`config.mk`:
```
export PLATFORM = sky130hd
export DESIGN_NAME = multicycle_control_unit
export DESIGN_NICKNAME = d
export VERILOG_FILES = /design/src/rtl/mips_ctrl_pkg.sv /design/src/rtl/mem_wait_timer.sv /design/src/rtl/multicycle_control_unit.sv
export SDC_FILE = /design/constraint.sdc
export NUM_CORES = 1
export LEC_CHECK = 0
export BUFFER_PORTS_ARGS = -buffer_cell sky130_fd_sc_hd__clkbuf_2
export CELL_PAD_IN_SITES_DETAIL_PLACEMENT = 1
export CELL_PAD_IN_SITES_GLOBAL_PLACEMENT = 1
export CORE_UTILIZATION = 40
export CTS_CLUSTER_DIAMETER = 200
export CTS_CLUSTER_SIZE = 10
export DETAILED_ROUTE_END_ITERATION = 7
export GPL_ROUTABILITY_DRIVEN = 0
export GPL_TIMING_DRIVEN = 0
export PLACE_DENSITY = 0.84
export SLEW_MARGIN = 10
export SYNTH_ARGS = -nofsm -noshare
export SYNTH_HDL_FRONTEND = slang
export SYNTH_SLANG_ARGS = --single-unit
```
`constraint.sdc`:
```
create_clock -name clk -period 3 [get_ports clk]
set_input_delay 0.15 -clock clk [delete_from_list [all_inputs] [get_ports clk]]
set_output_delay 0.15 -clock clk [all_outputs]
set_load 0.05 [all_outputs]
```
`src/rtl/mips_ctrl_pkg.sv`:
```
// Shared encodings for the MIPS-32 control units: FSM states, opcodes and
// the multiplexer-select encodings driven onto the datapath.
package mips_ctrl_pkg;

  typedef enum logic [3:0] {
    S_FETCH     = 4'd0,
    S_DECODE    = 4'd1,
    S_MEM_ADDR  = 4'd2,
    S_MEM_READ  = 4'd3,
    S_MEM_WB    = 4'd4,
    S_MEM_WRITE = 4'd5,
    S_EXEC_R    = 4'd6,
    S_R_WB      = 4'd7,
    S_BRANCH    = 4'd8,
    S_JUMP      = 4'd9,
    S_JAL       = 4'd10,
    S_JR        = 4'd11,
    S_EXEC_IMM  = 4'd12,
    S_IMM_WB    = 4'd13,
    S_UNUSED    = 4'd14,
    S_ERROR     = 4'd15
  } state_e;

  localparam logic [5:0] OP_RTYPE = 6'b000000;
  localparam logic [5:0] OP_LW    = 6'b100011;
  localparam logic [5:0] OP_SW    = 6'b101011;
  localparam logic [5:0] OP_BEQ   = 6'b000100;
  localparam logic [5:0] OP_BNE   = 6'b000101;
  localparam logic [5:0] OP_J     = 6'b000010;
  localparam logic [5:0] OP_JAL   = 6'b000011;
  localparam logic [5:0] OP_JR    = 6'b001000;
  localparam logic [5:0] OP_ORI   = 6'b001101;
  localparam logic [5:0] OP_LUI   = 6'b001111;

  localparam logic [1:0] ALU_ADD   = 2'b00;
  localparam logic [1:0] ALU_SUB   = 2'b01;
  localparam logic [1:0] ALU_FUNCT = 2'b10;
  localparam logic [1:0] ALU_OR    = 2'b11;

  localparam logic [1:0] PC_ALU    = 2'b00;
  localparam logic [1:0] PC_ALUOUT = 2'b01;
  localparam logic [1:0] PC_JUMP   = 2'b10;
  localparam logic [1:0] PC_RS     = 2'b11;

  localparam logic [1:0] RD_RT = 2'b00;
  localparam logic [1:0] RD_RD = 2'b01;
  localparam logic [1:0] RD_RA = 2'b10;

  localparam logic [1:0] M2R_ALUOUT = 2'b00;
  localparam logic [1:0] M2R_MDR    = 2'b01;
  localparam logic [1:0] M2R_PC     = 2'b10;

  localparam logic [1:0] SRCB_RT     = 2'b00;
  localparam logic [1:0] SRCB_FOUR   = 2'b01;
  localparam logic [1:0] SRCB_IMM    = 2'b10;
  localparam logic [1:0] SRCB_IMM_SL = 2'b11;

  function automatic logic is_mem_state(input state_e s);
    return (s == S_FETCH) || (s == S_MEM_READ) || (s == S_MEM_WRITE);
  endfunction

endpackage

```
`src/rtl/mem_wait_timer.sv`:
```
// Counts stalled cycles of a memory state and flags the cycle on which the
// wait budget runs out; WAIT_EN=0 makes memory look permanently ready.
module mem_wait_timer #(
  parameter bit          WAIT_EN     = 1'b1,
  parameter int unsigned MEM_TIMEOUT = 16
) (
  input  logic clk,
  input  logic reset,
  input  logic wait_active_i,
  input  logic mem_ready_i,
  output logic ready_o,
  output logic expired_o
);

  localparam int CW = $clog2(MEM_TIMEOUT);

  logic [CW-1:0] cnt_q, cnt_d;
  logic          stall;

  assign ready_o = WAIT_EN ? mem_ready_i : 1'b1;
  assign stall   = wait_active_i && !ready_o;

  // Any non-stalled cycle clears, so each memory state is entered with zero.
  assign cnt_d     = stall ? cnt_q + CW'(1) : '0;
  assign expired_o = stall && (cnt_q == CW'(MEM_TIMEOUT - 1));

  always_ff @(posedge clk or posedge reset) begin
    if (reset) cnt_q <= '0;
    else       cnt_q <= cnt_d;
  end

endmodule

```
`src/rtl/multicycle_control_unit.sv`:
```
// Moore FSM sequencing the multi-cycle MIPS-32 datapath, with memory wait
// states, timeout and illegal-opcode traps, and a retired-instruction count.
module multicycle_control_unit
  import mips_ctrl_pkg::*;
#(
  parameter bit          WAIT_EN     = 1'b1,
  parameter int unsigned MEM_TIMEOUT = 16,
  parameter int unsigned CNT_W       = 32
) (
  input  logic             clk,
  input  logic             reset,
  input  logic [5:0]       opcode,
  input  logic             zero,
  input  logic             mem_ready,
  output logic             pc_wrt,
  output logic             pc_wrt_cond,
  output logic             bne,
  output logic             iord,
  output logic             mem_read,
  output logic             mem_wrt,
  output logic             ir_wrt,
  output logic [1:0]       reg_dest,
  output logic [1:0]       mem_to_reg,
  output logic             reg_wrt,
  output logic             alu_src_a,
  output logic [1:0]       alu_src_b,
  output logic [1:0]       alu_op,
  output logic [1:0]       pc_src,
  output logic             ori,
  output logic             lui,
  output logic [3:0]       state,
  output logic             illegal,
  output logic             timeout,
  output logic [CNT_W-1:0] instr_count
);

  state_e             state_q, state_d;
  logic               started_q;
  logic [5:0]         opcode_q, opcode_d;
  logic               illegal_q, illegal_d;
  logic               timeout_q, timeout_d;
  logic [CNT_W-1:0]   cnt_q, cnt_d;
  logic               ready, expired;
  logic               unused_zero;

  // Branch resolution on the zero flag happens in the datapath.
  assign unused_zero = zero;

  mem_wait_timer #(
    .WAIT_EN     (WAIT_EN),
    .MEM_TIMEOUT (MEM_TIMEOUT)
  ) u_wait (
    .clk           (clk),
    .reset         (reset),
    .wait_active_i (started_q && is_mem_state(state_q)),
    .mem_ready_i   (mem_ready),
    .ready_o       (ready),
    .expired_o     (expired)
  );

  always_comb begin
    state_d   = state_q;
    opcode_d  = opcode_q;
    illegal_d = illegal_q;
    timeout_d = timeout_q;
    if (started_q) begin
      case (state_q)
        S_FETCH, S_MEM_READ, S_MEM_WRITE: begin
          if (ready) begin
            case (state_q)
              S_FETCH:    state_d = S_DECODE;
              S_MEM_READ: state_d = S_MEM_WB;
              default:    state_d = S_FETCH;
            endcase
          end else if (expired) begin
            state_d   = S_ERROR;
            timeout_d = 1'b1;
          end
        end
        S_DECODE: begin
          opcode_d = opcode;
          case (opcode)
            OP_LW, OP_SW:   state_d = S_MEM_ADDR;
            OP_RTYPE:       state_d = S_EXEC_R;
            OP_BEQ, OP_BNE: state_d = S_BRANCH;
            OP_J:           state_d = S_JUMP;
            OP_JAL:         state_d = S_JAL;
            OP_JR:          state_d = S_JR;
            OP_ORI, OP_LUI: state_d = S_EXEC_IMM;
            default: begin
              state_d   = S_ERROR;
              illegal_d = 1'b1;
            end
          endcase
        end
        S_MEM_ADDR: state_d = (opcode_q == OP_SW) ? S_MEM_WRITE : S_MEM_READ;
        S_EXEC_R:   state_d = S_R_WB;
        S_EXEC_IMM: state_d = S_IMM_WB;
        S_MEM_WB, S_R_WB, S_BRANCH, S_JUMP, S_JAL, S_JR, S_IMM_WB:
          state_d = S_FETCH;
        default:    state_d = S_ERROR;
      endcase
    end
  end

  assign cnt_d = ((state_d == S_FETCH) && (state_q != S_FETCH)) ? cnt_q + CNT_W'(1) : cnt_q;

  always_comb begin
    pc_wrt      = 1'b0;
    pc_wrt_cond = 1'b0;
    bne         = 1'b0;
    iord        = 1'b0;
    mem_read    = 1'b0;
    mem_wrt     = 1'b0;
    ir_wrt      = 1'b0;
    reg_dest    = RD_RT;
    mem_to_reg  = M2R_ALUOUT;
    reg_wrt     = 1'b0;
    alu_src_a   = 1'b0;
    alu_src_b   = SRCB_RT;
    alu_op      = ALU_ADD;
    pc_src      = PC_ALU;
    ori         = 1'b0;
    lui         = 1'b0;
    if (started_q) begin
      case (state_q)
        S_FETCH: begin
          mem_read  = 1'b1;
          alu_src_b = SRCB_FOUR;
          ir_wrt    = ready;
          pc_wrt    = ready;
        end
        S_DECODE:    alu_src_b = SRCB_IMM_SL;
        S_MEM_ADDR: begin
          alu_src_a = 1'b1;
          alu_src_b = SRCB_IMM;
        end
        S_MEM_READ: begin
          mem_read = 1'b1;
          iord     = 1'b1;
        end
        S_MEM_WB: begin
          reg_wrt    = 1'b1;
          mem_to_reg = M2R_MDR;
        end
        S_MEM_WRITE: begin
          mem_wrt = 1'b1;
          iord    = 1'b1;
        end
        S_EXEC_R: begin
          alu_src_a = 1'b1;
          alu_op    = ALU_FUNCT;
        end
        S_R_WB: begin
          reg_wrt  = 1'b1;
          reg_dest = RD_RD;
        end
        S_BRANCH: begin
          alu_src_a   = 1'b1;
          alu_op      = ALU_SUB;
          pc_wrt_cond = 1'b1;
          pc_src      = PC_ALUOUT;
          bne         = (opcode_q == OP_BNE);
        end
        S_JUMP: begin
          pc_wrt = 1'b1;
          pc_src = PC_JUMP;
        end
        S_JAL: begin
          pc_wrt     = 1'b1;
          pc_src     = PC_JUMP;
          reg_wrt    = 1'b1;
          reg_dest   = RD_RA;
          mem_to_reg = M2R_PC;
        end
        S_JR: begin
          pc_wrt = 1'b1;
          pc_src = PC_RS;
        end
        S_EXEC_IMM: begin
          alu_src_a = 1'b1;
          alu_src_b = SRCB_IMM;
          alu_op    = (opcode_q == OP_ORI) ? ALU_OR : ALU_ADD;
          ori       = (opcode_q == OP_ORI);
          lui       = (opcode_q == OP_LUI);
        end
        S_IMM_WB: begin
          reg_wrt = 1'b1;
          ori     = (opcode_q == OP_ORI);
          lui     = (opcode_q == OP_LUI);
        end
        default: ;
      endcase
    end
  end

  // started_q holds the FSM in FETCH, outputs silent, for the first cycle.
  always_ff @(posedge clk or posedge reset) begin
    if (reset) begin
      state_q   <= S_FETCH;
      started_q <= 1'b0;
      opcode_q  <= '0;
      illegal_q <= 1'b0;
      timeout_q <= 1'b0;
      cnt_q     <= '0;
    end else begin
      state_q   <= state_d;
      started_q <= 1'b1;
      opcode_q  <= opcode_d;
      illegal_q <= illegal_d;
      timeout_q <= timeout_d;
      cnt_q     <= cnt_d;
    end
  end

  assign state       = state_q;
  assign illegal     = illegal_q;
  assign timeout     = timeout_q;
  assign instr_count = cnt_q;

endmodule

```
==> results.py, run 1 <==
metrics = {
    "timing": {
        "post-route-period-util_pct": 94.8,
        "post-route-min-period_ns": 2.84,
        "setup_slack_ns": 0.156,
        "grt_setup_unrepaired": "no",
        "timing.fmax_mhz": 352,
        "worst_clock_skew_ns": 0.0166,
        "final_hold_viol_count": 0,
        "finalSetupViolations": 0,
        "timing_max_transition_violations_final": 0,
    },
    "critical_path": {
        "worst_path_max_delay_cell": "sky130_fd_sc_hd__dfrtp_1",
        "worstSetupStartpointType": "register",
        "length_in_cells_of_the_worst_reg_to_reg_path": 10,
        "endpoint_kind": "register",
        "r2r_setup_slack_ns": 0.16,
        "timing.setup.critical_path_class": "reg2reg",
        "crit_fanout": 10,
        "crit_path_cell_trace": "clkbuf_2 -> inv_2 -> nor4_1 -> nor3_1 -> nor2_1 -> or2_2 -> or3_1 -> buf_2 -> nor4_2 -> xnor2_1",
        "crit-reg2reg-capture": "instr_count[15]$_DFFE_PP0P_",
        "cpLargestDelayFamily": "simple AND/OR/NAND/NOR gates",
        "critical_path.n_buffers_inverters": 3,
        "critPathMaxStageDelay_ns": 0.48,
        "cp.required_ns": 3.22,
        "startpoint_of_the_worst_register_to_register_path": "state[2]$_DFF_PP0_",
        "arrival_ns": 3.07,
    },
    "pwr": {
        "power-per-cell-area_mw_per_mm2": 345,
        "p_leak_nw": 1.70,
        "ir_worst_vdd_v": 0.000220,
    },
    "yosys": {
        "netlist_area_mm2": 0.00286,
        "netlist_top_cells_count": "sky130_fd_sc_hd__dfrtp_1 (49), sky130_fd_sc_hd__nor2_1 (36), sky130_fd_sc_hd__nand2_1 (33)",
        "synth_area_leader_cell": "sky130_fd_sc_hd__dfrtp_1",
        "synthDominantCellAreaShare_pct": 42.9,
        "ys.flop_type": "sky130_fd_sc_hd__dfrtp_1",
        "synth.yosys.seq_area_share_pct": 42.9,
        "share_of_flip_flops_with_an_asynchronous_set_or_reset_after_synthesis_pct": 100,
        "synth.ff_latch_count": 49,
        "number_of_instances_in_the_synthesized_netlist": 323,
        "ys_types": 49,
        "synth_area_per_cell_um2": 8.85,
        "synth_nets": 335,
        "number_of_flops_mapped_to_enable_cells_by_yosys": 0,
        "synth_area_leaders": "sky130_fd_sc_hd__dfrtp_1 (43%), sky130_fd_sc_hd__xor2_1 (6.7%), sky130_fd_sc_hd__nor2_1 (4.7%)",
        "yosysMostFrequentCell": "sky130_fd_sc_hd__dfrtp_1",
        "yosysWarningCount": 0,
    },
    "clock_tree": {
        "cts_tree": "done",
        "post_cts_buffers": 0,
        "cts.reportedPaths.clkPinSlew_ns": 0.10,
        "cts_num_sinks": 49,
        "clock_tree.buffer_depth": 2,
        "insertion_delay_ns": 0.31,
        "tritoncts.num_buffers": 5,
        "cts-htree-levels": 2,
        "cts-root-buf": "sky130_fd_sc_hd__clkbuf_8",
    },
    "global_route": {
        "grt_antenna_before_repair": 0,
        "vias_in_the_first_global_route": 2729,
        "globalRouteOverflowTotal": 0,
        "groute.usage.overall_pct": 23.0,
        "largest_net_degree_at_the_start_of_global_routing": 31,
        "global_route_wire_length_before_repair_um": 13400,
    },
    "hold_path": {
        "hold_path_class": "in2reg",
        "min-delay-start": "opcode[5]",
        "min_delay_worst_endpoint": "opcode_q[5]$_DFFE_PP0P_",
        "holdPathStages": 3,
    },
    "placed_design": {
        "hpwl_um": 6050,
        "post_dp_cell_area_mm2": 0.00333,
        "numPortBuffers": 66,
        "dp_worst_setup_slack_ns": -0.155,
    },
    "drt": {
        "post_drt_via_cell_ratio": 5.41,
        "ant_nets": 0,
        "detail_route.drc_violations": 0,
        "dr.first_iter.drc_count": 78,
        "via_count_of_the_routed_design": 2672,
        "routedLengthMet1_um": 3490,
        "dr.max_layer_used": "met4",
        "wl_um": 8030,
        "met3WireLength_um": 341,
        "met2RoutedLength_um": 4070,
        "wl_per_cell_um": 16.3,
        "dr.pass1.iters": 4,
    },
    "status": {
        "outcome": "complete, no violations",
    },
    "layout": {
        "area_delta_synth_final_pct": 22.2,
        "fraction_of_layout_cells_with_a_size_suffix_above_1_pct": 27.4,
        "number_of_diodes": 0,
        "stdcell_area_mm2": 0.00349,
        "fillers": 869,
        "design.final.nets": 409,
    },
    "floorplanning": {
        "ioPinCount": 69,
        "core_area_mm2": 0.00683,
        "initial_core_util_pct": 41.8,
        "die_height_um": 86.5,
        "die_area_mm2": 0.00749,
        "num_rows": 30,
        "die_w_um": 86.5,
    },
    "flow_run": {
        "cap_violations": 0,
    },
}
## state kept, by name (all words and copies together) (netlist names)
register	flops
illegal	1
instr_count	32
opcode_q	6
started_q	1
state	4
timeout	1
u_wait.cnt_q	4
## tightest hold or removal path: cells and delay by family
family                 cells  cell delay, ns
AO/OA/AOI/OAI              1            0.08
buffers and inverters      2            0.18
## kinds of logic (layout without fill, tap and decap cells)
group           after synthesis  in the layout  share of synthesized area, %
simple gates                166            166                          30.6
flops                        49             49                          42.9
compound gates               37             37                          8.71
xor+xnor                     34             34                          10.7
buf+inv                      29            104                          4.20
mux                           5              5                          1.93
fa+ha+maj                     2              2                         0.876
other cells                   1              1                         0.131
## report_power, final
group	switching [W]	internal [W]	total, W
clock network	0.000234	0.000250	0.000485
logic	0.0000400	0.0000186	0.0000586
registers	0.00000181	0.000661	0.000663
total	0.000276	0.000930	0.00121
## layout make-up
type	instances	area [um^2]	area share (%)
clock buffers	5	68.8	1.97
flip-flops and latches	49	1230	35.2
repair buffers	68	360	10.3
clock inverters	3	43.8	1.25
plain buffers	11	60.1	1.72
multi-input cells	245	1550	44.3
inverters	17	65.1	1.86
well taps	96	120	3.44
## routing by layer
metal	GRT usage [%]	vias up
met3	4.29	12
li1	-	1270
met4	7.12	0
met5	0	-
met1	28.9	1319
met2	40.0	71
## layout by cell type (no fill, tap or decap), types with 4 or more instances in the layout
master	Yosys	routed
sky130_fd_sc_hd__mux2_2	4	4
sky130_fd_sc_hd__xor2_1	22	22
sky130_fd_sc_hd__xnor2_1	11	11
sky130_fd_sc_hd__clkbuf_2	0	70
sky130_fd_sc_hd__nand2_1	33	33
sky130_fd_sc_hd__inv_1	16	14
sky130_fd_sc_hd__o21ai_0	11	10
sky130_fd_sc_hd__and2_1	4	4
sky130_fd_sc_hd__nor2b_1	6	5
sky130_fd_sc_hd__nand3_1	15	15
sky130_fd_sc_hd__nor3_1	26	25
sky130_fd_sc_hd__clkbuf_8	0	5
sky130_fd_sc_hd__and3_1	5	5
sky130_fd_sc_hd__nor2_1	36	35
sky130_fd_sc_hd__a31oi_1	5	5
sky130_fd_sc_hd__nor4_2	1	5
sky130_fd_sc_hd__dfrtp_1	49	47
sky130_fd_sc_hd__nand2b_1	9	9
sky130_fd_sc_hd__nand4_1	7	7
## through the flow
| step | hold WS (ns) | std cells | total power (W) | utilization (%) | setup TNS (ns) |
|---|---|---|---|---|---|
| 6_report | 0.146 | 494 | 0.00121 | 51.1 | 0 |
| 5_1_grt | 0.169 | 494 | 0.00125 | 51.1 | 0 |
| 4_1_cts | 0.136 | 495 | 0.00122 | 50.9 | 0 |
| 3_5_place_dp | 0.176 | 486 | 0.000734 | 48.8 | -0.548 |
| 3_3_place_gp | 0.451 | 485 | 0.000728 | 48.5 | -0.0187 |
| 2_1_floorplan | 0.300 | 323 | 0.000710 | - | 0 |
## timing repair
action,in CTS,in global routing
setup endpoints to repair,13,23
pin swaps,0,1
resized for setup,6,12
hold buffers,1,0
hold endpoints to repair,19,0
## how the worst max path moves through the flow
stage	from	end	slack, ns	cells after the start
3_3_place_gp	state[0]$_DFF_PP0_	instr_count[16]$_DFFE_PP0P_	-0.01	10
5_1_grt	state[2]$_DFF_PP0_	instr_count[19]$_DFFE_PP0P_	0.008	9
2_1_floorplan	state[0]$_DFF_PP0_	instr_count[19]$_DFFE_PP0P_	0.09	10
6_report	state[2]$_DFF_PP0_	instr_count[15]$_DFFE_PP0P_	0.16	10
3_5_place_dp	state[1]$_DFF_PP0_	instr_count[15]$_DFFE_PP0P_	-0.15	10
4_1_cts	state[2]$_DFF_PP0_	instr_count[24]$_DFFE_PP0P_	0.004	10
Note: power is estimated with default switching activity, not from simulation.
==> run 2, diff against run 1 <==
--- a/config.mk
+++ b/config.mk
@@ -8,14 +8,16 @@
 export BUFFER_PORTS_ARGS = -buffer_cell sky130_fd_sc_hd__clkbuf_2
 export CELL_PAD_IN_SITES_DETAIL_PLACEMENT = 1
 export CELL_PAD_IN_SITES_GLOBAL_PLACEMENT = 1
-export CORE_UTILIZATION = 40
+export CORE_UTILIZATION = 43
+export CTS_BUF_LIST = sky130_fd_sc_hd__clkbuf_4 sky130_fd_sc_hd__clkbuf_8 sky130_fd_sc_hd__clkbuf_16
 export CTS_CLUSTER_DIAMETER = 200
 export CTS_CLUSTER_SIZE = 10
 export DETAILED_ROUTE_END_ITERATION = 7
 export GPL_ROUTABILITY_DRIVEN = 0
 export GPL_TIMING_DRIVEN = 0
-export PLACE_DENSITY = 0.84
+export PLACE_DENSITY = 0.89
 export SLEW_MARGIN = 10
 export SYNTH_ARGS = -nofsm -noshare
 export SYNTH_HDL_FRONTEND = slang
 export SYNTH_SLANG_ARGS = --single-unit
+export TNS_END_PERCENT = 10
==> constraint.sdc (replaced) <==
create_clock -name clk -period 3.32 [get_ports clk]
set_input_delay 0.166 -clock clk [delete_from_list [all_inputs] [get_ports clk]]
set_output_delay 0.166 -clock clk [all_outputs]
set_load 0.05 [all_outputs]
==> run 2 against run 1 <==
  * Design area is 1.8% lower
  * Critical endpoint is now instr_count[30]$_DFFE_PP0P_
  * Die area is 6.8% lower
  * Sequential power is 9.7% lower
  * Clock skew is 0.0020 ns lower
  * Power is 10% lower
  * Global-route usage is 0.56 points higher
  * Cell count is 3.6% lower
  * Utilization is 2.6 points higher
  * Worst hold slack better by 0.030 ns
  * Clock power is 11% lower
==> results.py, run 2 (synthesized netlist as in run 1, its figures left out) <==
metrics = {
    "status": {
        "outcome": "complete, no violations",
    },
    "global_route": {
        "vias_in_the_first_global_route": 2692,
        "globalRouteOverflowTotal": 0,
        "groute.usage.overall_pct": 23.5,
        "global_route_wire_length_before_repair_um": 13200,
        "largest_net_degree_at_the_start_of_global_routing": 28,
        "grt_antenna_before_repair": 0,
    },
    "critical_path": {
        "cp.required_ns": 3.53,
        "worst_path_max_delay_cell": "sky130_fd_sc_hd__dfrtp_1",
        "worstSetupStartpointType": "register",
        "critPathMaxStageDelay_ns": 0.47,
        "crit_path_cell_trace": "buf_2 -> clkinv_1 -> nand2_1 -> a31o_2 -> o211ai_1 -> or2_2 -> or3_1 -> buf_2 -> nor4_1 -> xnor2_1",
        "crit-reg2reg-capture": "instr_count[30]$_DFFE_PP0P_",
        "arrival_ns": 3.41,
        "startpoint_of_the_worst_register_to_register_path": "state[0]$_DFF_PP0_",
        "length_in_cells_of_the_worst_reg_to_reg_path": 10,
        "critical_path.startpoint": "state[0]$_DFF_PP0_",
        "r2r_setup_slack_ns": 0.12,
        "timing.setup.critical_path_class": "reg2reg",
        "critPathCapture": "instr_count[30]$_DFFE_PP0P_",
        "crit_fanout": 10,
        "crit_top_cell": "sky130_fd_sc_hd__buf_2",
        "endpoint_kind": "register",
    },
    "clock_tree": {
        "tritoncts.num_buffers": 5,
        "cts_num_sinks": 49,
        "cts-htree-levels": 2,
        "insertion_delay_ns": 0.31,
        "cts_tree": "done",
        "cts.reportedPaths.clkPinSlew_ns": 0.09,
        "clock_tree.buffer_depth": 2,
        "cts-root-buf": "sky130_fd_sc_hd__clkbuf_8",
    },
    "drt": {
        "wl_um": 7630,
        "via_count_of_the_routed_design": 2629,
        "detail_route.drc_violations": 0,
        "dr.first_iter.drc_count": 79,
        "ant_nets": 0,
        "wl_per_cell_um": 16.0,
        "post_drt_via_cell_ratio": 5.52,
        "dr.pass1.iters": 4,
    },
    "timing": {
        "finalSetupViolations": 0,
        "post-route-min-period_ns": 3.20,
        "setup_total_neg_slack_ns": 0,
        "post-route-period-util_pct": 96.3,
        "setup_slack_ns": 0.124,
        "grt_setup_unrepaired": "no",
        "holdWs_ns": 0.176,
        "timing.fmax_mhz": 313,
        "final_hold_viol_count": 0,
        "worst_clock_skew_ns": 0.0145,
        "timing_max_transition_violations_final": 0,
        "slew_headroom_pct": 61.8,
        "max_slew.worst_pin.slew_ns": 0.571,
    },
    "floorplanning": {
        "initial_core_util_pct": 44.7,
        "core_area_mm2": 0.00639,
        "die_height_um": 83.5,
        "ioPinCount": 69,
        "die_area_mm2": 0.00698,
        "num_rows": 29,
        "die_w_um": 83.5,
    },
    "placed_design": {
        "dp_worst_setup_slack_ns": 0.184,
        "hpwl_um": 5940,
        "numPortBuffers": 66,
        "post_dp_cell_area_mm2": 0.00330,
    },
    "layout": {
        "largest_reg_flops": 32,
        "fraction_of_layout_cells_with_a_size_suffix_above_1_pct": 23.6,
        "fillers": 792,
        "layout.cells.most_common": "sky130_fd_sc_hd__clkbuf_2",
        "design.final.nets": 410,
        "stdcell_area_mm2": 0.00343,
        "number_of_diodes": 0,
        "final_cell_mix": "sky130_fd_sc_hd__clkbuf_2 (66), sky130_fd_sc_hd__dfrtp_1 (49), sky130_fd_sc_hd__nor2_1 (36)",
        "area_delta_synth_final_pct": 20.0,
    },
    "hold_path": {
        "hold_path_class": "in2reg",
    },
    "pwr": {
        "total_power_w": 0.00109,
        "power-per-cell-area_mw_per_mm2": 317,
        "ir_worst_vdd_v": 0.000207,
        "p_leak_nw": 1.69,
    },
    "flow_run": {
        "cap_violations": 0,
    },
}
-- run 2: cell count changes in the layout (fill, tap and decap cells not counted), sizes merged --
| cell | before | now |
|---|---|---|
| inv | 17 | 16 |
| clkbuf | 77 | 79 |
-- run 2: layer usage --
| layer | vias up | global-route usage (%) | wire length (um) |
|---|---|---|---|
| li1 | 1265 | - | - |
| met1 | 1283 | 29.7 | 3420 |
| met2 | 69 | 41.6 | 3810 |
| met3 | 12 | 3.86 | 281 |
| met4 | 0 | 6.78 | 119 |
| met5 | - | 0 | 0 |
-- run 2: worst min path at each step --
stage                                            end  slack (ns)           startpoint  cells past startpoint
after floorplan                   state[1]$_DFF_PP0_        0.32            opcode[4]                      2
after global placement           timeout$_DFFE_PP0P_        0.45  timeout$_DFFE_PP0P_                      1
after detailed placement  instr_count[7]$_DFFE_PP0P_        0.23                reset                      2
after CTS                    opcode_q[5]$_DFFE_PP0P_        0.17            opcode[5]                      3
after global routing         opcode_q[5]$_DFFE_PP0P_        0.20            opcode[5]                      3
final                        opcode_q[5]$_DFFE_PP0P_        0.18            opcode[5]                      3
-- run 2: worst max-delay path: cells and delay by family (launching register included) --
family,cells,cell delay [ns]
buffers and inverters,3,0.79
xor gates and xnor gates,1,0.20
DFF,1,0.47
and+or+nand+nor,4,1.35
AOI/OAI and AO/OA,2,0.30
-- run 2: cell type report --
cell class / instances / area (um^2) / area share [%]
Timing Repair Buffer: 68 / 360 / 10.5
Tap cell: 77 / 96.3 / 2.81
Sequential cell: 49 / 1230 / 35.8
Inverter: 17 / 63.8 / 1.86
Buffer: 12 / 56.3 / 1.64
Clock buffer: 6 / 76.3 / 2.23
Clock inverter: 2 / 38.8 / 1.13
Multi-Input combinational cell: 245 / 1510 / 44.1
-- run 2: repair_timing --
item,CTS,global route
endpoints found under the hold margin,22,0
setup buffers,0,0
hold buffers,1,0
endpoints found under the setup margin,0,0
gates resized for setup,0,0
-- run 2: metrics by stage --
step | util, % | cells
2_1_floorplan | - | 323
3_3_place_gp | 51.4 | 466
3_5_place_dp | 51.7 | 467
4_1_cts | 53.7 | 476
5_1_grt | 53.7 | 476
6_report | 53.7 | 476
-- run 2: power breakdown --
| group | switching, W | internal [W] | total (W) |
|---|---|---|---|
| registers | 0.00000171 | 0.000598 | 0.000599 |
| logic | 0.0000357 | 0.0000168 | 0.0000525 |
| clock network | 0.000199 | 0.000234 | 0.000434 |
==> run 3, diff against run 2 <==
--- a/config.mk
+++ b/config.mk
@@ -16,6 +16,7 @@
 export GPL_ROUTABILITY_DRIVEN = 0
 export GPL_TIMING_DRIVEN = 0
 export PLACE_DENSITY = 0.89
+export SETUP_SLACK_MARGIN = 0.15
 export SLEW_MARGIN = 10
 export SYNTH_ARGS = -nofsm -noshare
 export SYNTH_HDL_FRONTEND = slang
==> constraint.sdc (replaced) <==
create_clock -name clk -period 3.8 [get_ports clk]
set_input_delay 0.57 -clock clk [delete_from_list [all_inputs] [get_ports clk]]
set_output_delay 0.57 -clock clk [all_outputs]
set_load 0.05 [all_outputs]
==> run 3 against run 2 <==
  * Routed wire length rose by 4.0%
  * Clock skew fell by 0.0089 ns
  * Sequential share of layout area rose by 0.32 points
  * Clock power fell by 26%
  * Worst hold slack improved by 0.096 ns
  * Non-clock buffer count fell by 1
  * Power fell by 18%
  * Design area fell by 0.88%
  * Sequential power fell by 13%
  * Via count rose by 1.8%
  * Critical endpoint is now instr_count[12]$_DFFE_PP0P_
==> results.py, run 3 (synthesized netlist as in run 1, its figures left out) <==
metrics = {
    "status": {
        "outcome": "complete, no violations",
    },
    "global_route": {
        "vias_in_the_first_global_route": 2774,
        "grt_antenna_before_repair": 0,
        "largest_net_degree_at_the_start_of_global_routing": 28,
        "global_route_wire_length_before_repair_um": 13500,
        "globalRouteOverflowTotal": 0,
        "groute.usage.overall_pct": 24.0,
    },
    "critical_path": {
        "arrival_ns": 3.36,
        "crit_path_cell_trace": "buf_2 -> clkinv_1 -> nand2_1 -> a31o_2 -> o211ai_1 -> or2_2 -> or3_1 -> buf_2 -> nor4b_2 -> xor2_1",
        "crit-reg2reg-capture": "instr_count[12]$_DFFE_PP0P_",
        "cp.required_ns": 4.01,
        "crit_top_cell": "sky130_fd_sc_hd__buf_2",
        "endpoint_kind": "register",
        "crit_fanout": 10,
        "timing.setup.critical_path_class": "reg2reg",
        "r2r_setup_slack_ns": 0.65,
        "cpLargestDelayFamily": "simple AND/OR/NAND/NOR gates",
        "worstSetupStartpointType": "register",
        "worst_path_max_delay_cell": "sky130_fd_sc_hd__dfrtp_1",
        "critPathMaxStageDelay_ns": 0.46,
        "critical_path.n_buffers_inverters": 3,
        "length_in_cells_of_the_worst_reg_to_reg_path": 10,
        "startpoint_of_the_worst_register_to_register_path": "state[0]$_DFF_PP0_",
    },
    "timing": {
        "post-route-min-period_ns": 3.15,
        "post-route-period-util_pct": 82.9,
        "finalSetupViolations": 0,
        "final_hold_viol_count": 0,
        "timing_max_transition_violations_final": 0,
        "grt_setup_unrepaired": "no",
        "setup_slack_ns": 0.651,
        "timing.fmax_mhz": 318,
        "max_slew.worst_pin.slew_ns": 0.566,
        "worst_clock_skew_ns": 0.00567,
        "setup_total_neg_slack_ns": 0,
        "slew_headroom_pct": 62.1,
    },
    "pwr": {
        "p_leak_nw": 1.67,
        "ir_worst_vdd_v": 0.000251,
        "total_power_w": 0.000889,
        "power-per-cell-area_mw_per_mm2": 261,
    },
    "layout": {
        "final_cell_mix": "sky130_fd_sc_hd__clkbuf_2 (66), sky130_fd_sc_hd__dfrtp_1 (49), sky130_fd_sc_hd__nor2_1 (36)",
        "fraction_of_layout_cells_with_a_size_suffix_above_1_pct": 23.9,
        "fillers": 795,
        "multiInputGateArea_mm2": 0.00152,
        "design.final.nets": 409,
        "number_of_diodes": 0,
        "layout.area.seq_mm2": 0.00123,
        "layout.cells.most_common": "sky130_fd_sc_hd__clkbuf_2",
        "largest_reg_flops": 32,
        "area_delta_synth_final_pct": 19.0,
    },
    "clock_tree": {
        "cts_num_sinks": 49,
        "clock_tree.buffer_depth": 2,
        "post_cts_resized": 0,
        "cts_hold_repair.buffers": 0,
        "cts_tree": "done",
        "cts.reportedPaths.clkPinSlew_ns": 0.10,
        "post_cts_buffers": 0,
        "cts-htree-levels": 2,
        "tritoncts.num_buffers": 5,
        "cts-root-buf": "sky130_fd_sc_hd__clkbuf_8",
        "insertion_delay_ns": 0.31,
    },
    "floorplanning": {
        "ioPinCount": 69,
        "initial_core_util_pct": 44.7,
        "die_height_um": 83.5,
        "num_rows": 29,
        "die_area_mm2": 0.00698,
        "die_w_um": 83.5,
        "core_area_mm2": 0.00639,
    },
    "drt": {
        "post_drt_via_cell_ratio": 5.63,
        "dr.first_iter.drc_count": 80,
        "wl_um": 7940,
        "via_count_of_the_routed_design": 2676,
        "dr.pass1.iters": 4,
        "ant_nets": 0,
        "detail_route.drc_violations": 0,
        "wl_per_cell_um": 16.7,
    },
    "placed_design": {
        "hpwl_um": 5850,
        "dp_worst_setup_slack_ns": 0.514,
        "numPortBuffers": 66,
    },
    "hold_path": {
        "hold_path_class": "in2async",
    },
    "flow_run": {
        "cap_violations": 0,
    },
}
## run 3: cell types whose count changed in the layout (fill, tap and decap cells not counted), sizes merged
cell / change
inv: +1
clkinvlp: +1
bufinv: -1
clkbuf: -1
dlygate4sd3: -1
## run 3: worst max-delay path by stage
stage,from,to,slack (ns),depth (start not counted)
after detailed placement,opcode[1],instr_count[19]$_DFFE_PP0P_,0.51,10
after global placement,opcode[1],instr_count[19]$_DFFE_PP0P_,0.54,10
after CTS,state[0]$_DFF_PP0_,instr_count[12]$_DFFE_PP0P_,0.69,10
after global routing,state[1]$_DFF_PP0_,instr_count[16]$_DFFE_PP0P_,0.44,10
final,state[0]$_DFF_PP0_,instr_count[12]$_DFFE_PP0P_,0.65,10
after floorplan,state[3]$_DFF_PP0_,bne,0.59,5
## run 3: power by group
group          switching (W)  internal [W]  total [W]
clock network       0.000189      0.000131   0.000321
registers         0.00000133      0.000522   0.000524
logic              0.0000308     0.0000140  0.0000448
total               0.000222      0.000667   0.000889
## run 3: cell type report
cell class / count / share of cell area [%]
multi-input cells: 245 / 44.6
clock buffers: 5 / 2.02
inverters: 17 / 1.88
clock inverters: 3 / 0.626
plain buffers: 12 / 1.66
well taps: 77 / 2.83
flip-flops and latches: 49 / 36.1
repair buffers: 67 / 10.3
## run 3: layer usage
| metal | up-vias | wire length (um) | track usage [%] |
|---|---|---|---|
| li1 | 1267 | - | - |
| met5 | - | 0 | 0 |
| met1 | 1327 | 3430 | 30.2 |
| met3 | 9 | 312 | 3.76 |
| met2 | 73 | 4070 | 42.3 |
| met4 | 0 | 121 | 7.55 |
## run 3: per-stage QoR
step / instance area [um^2] / util, % / hold WS [ns] / cells
final: 3400 / 53.2 / 0.271 / 475
after global routing: 3400 / 53.2 / 0.312 / 475
after CTS: 3400 / 53.2 / 0.284 / 475
after detailed placement: 3310 / 51.8 / 0.459 / 467
after global placement: 3290 / 51.5 / 0.451 / 466
after floorplan: 2860 / - / 0.433 / 323
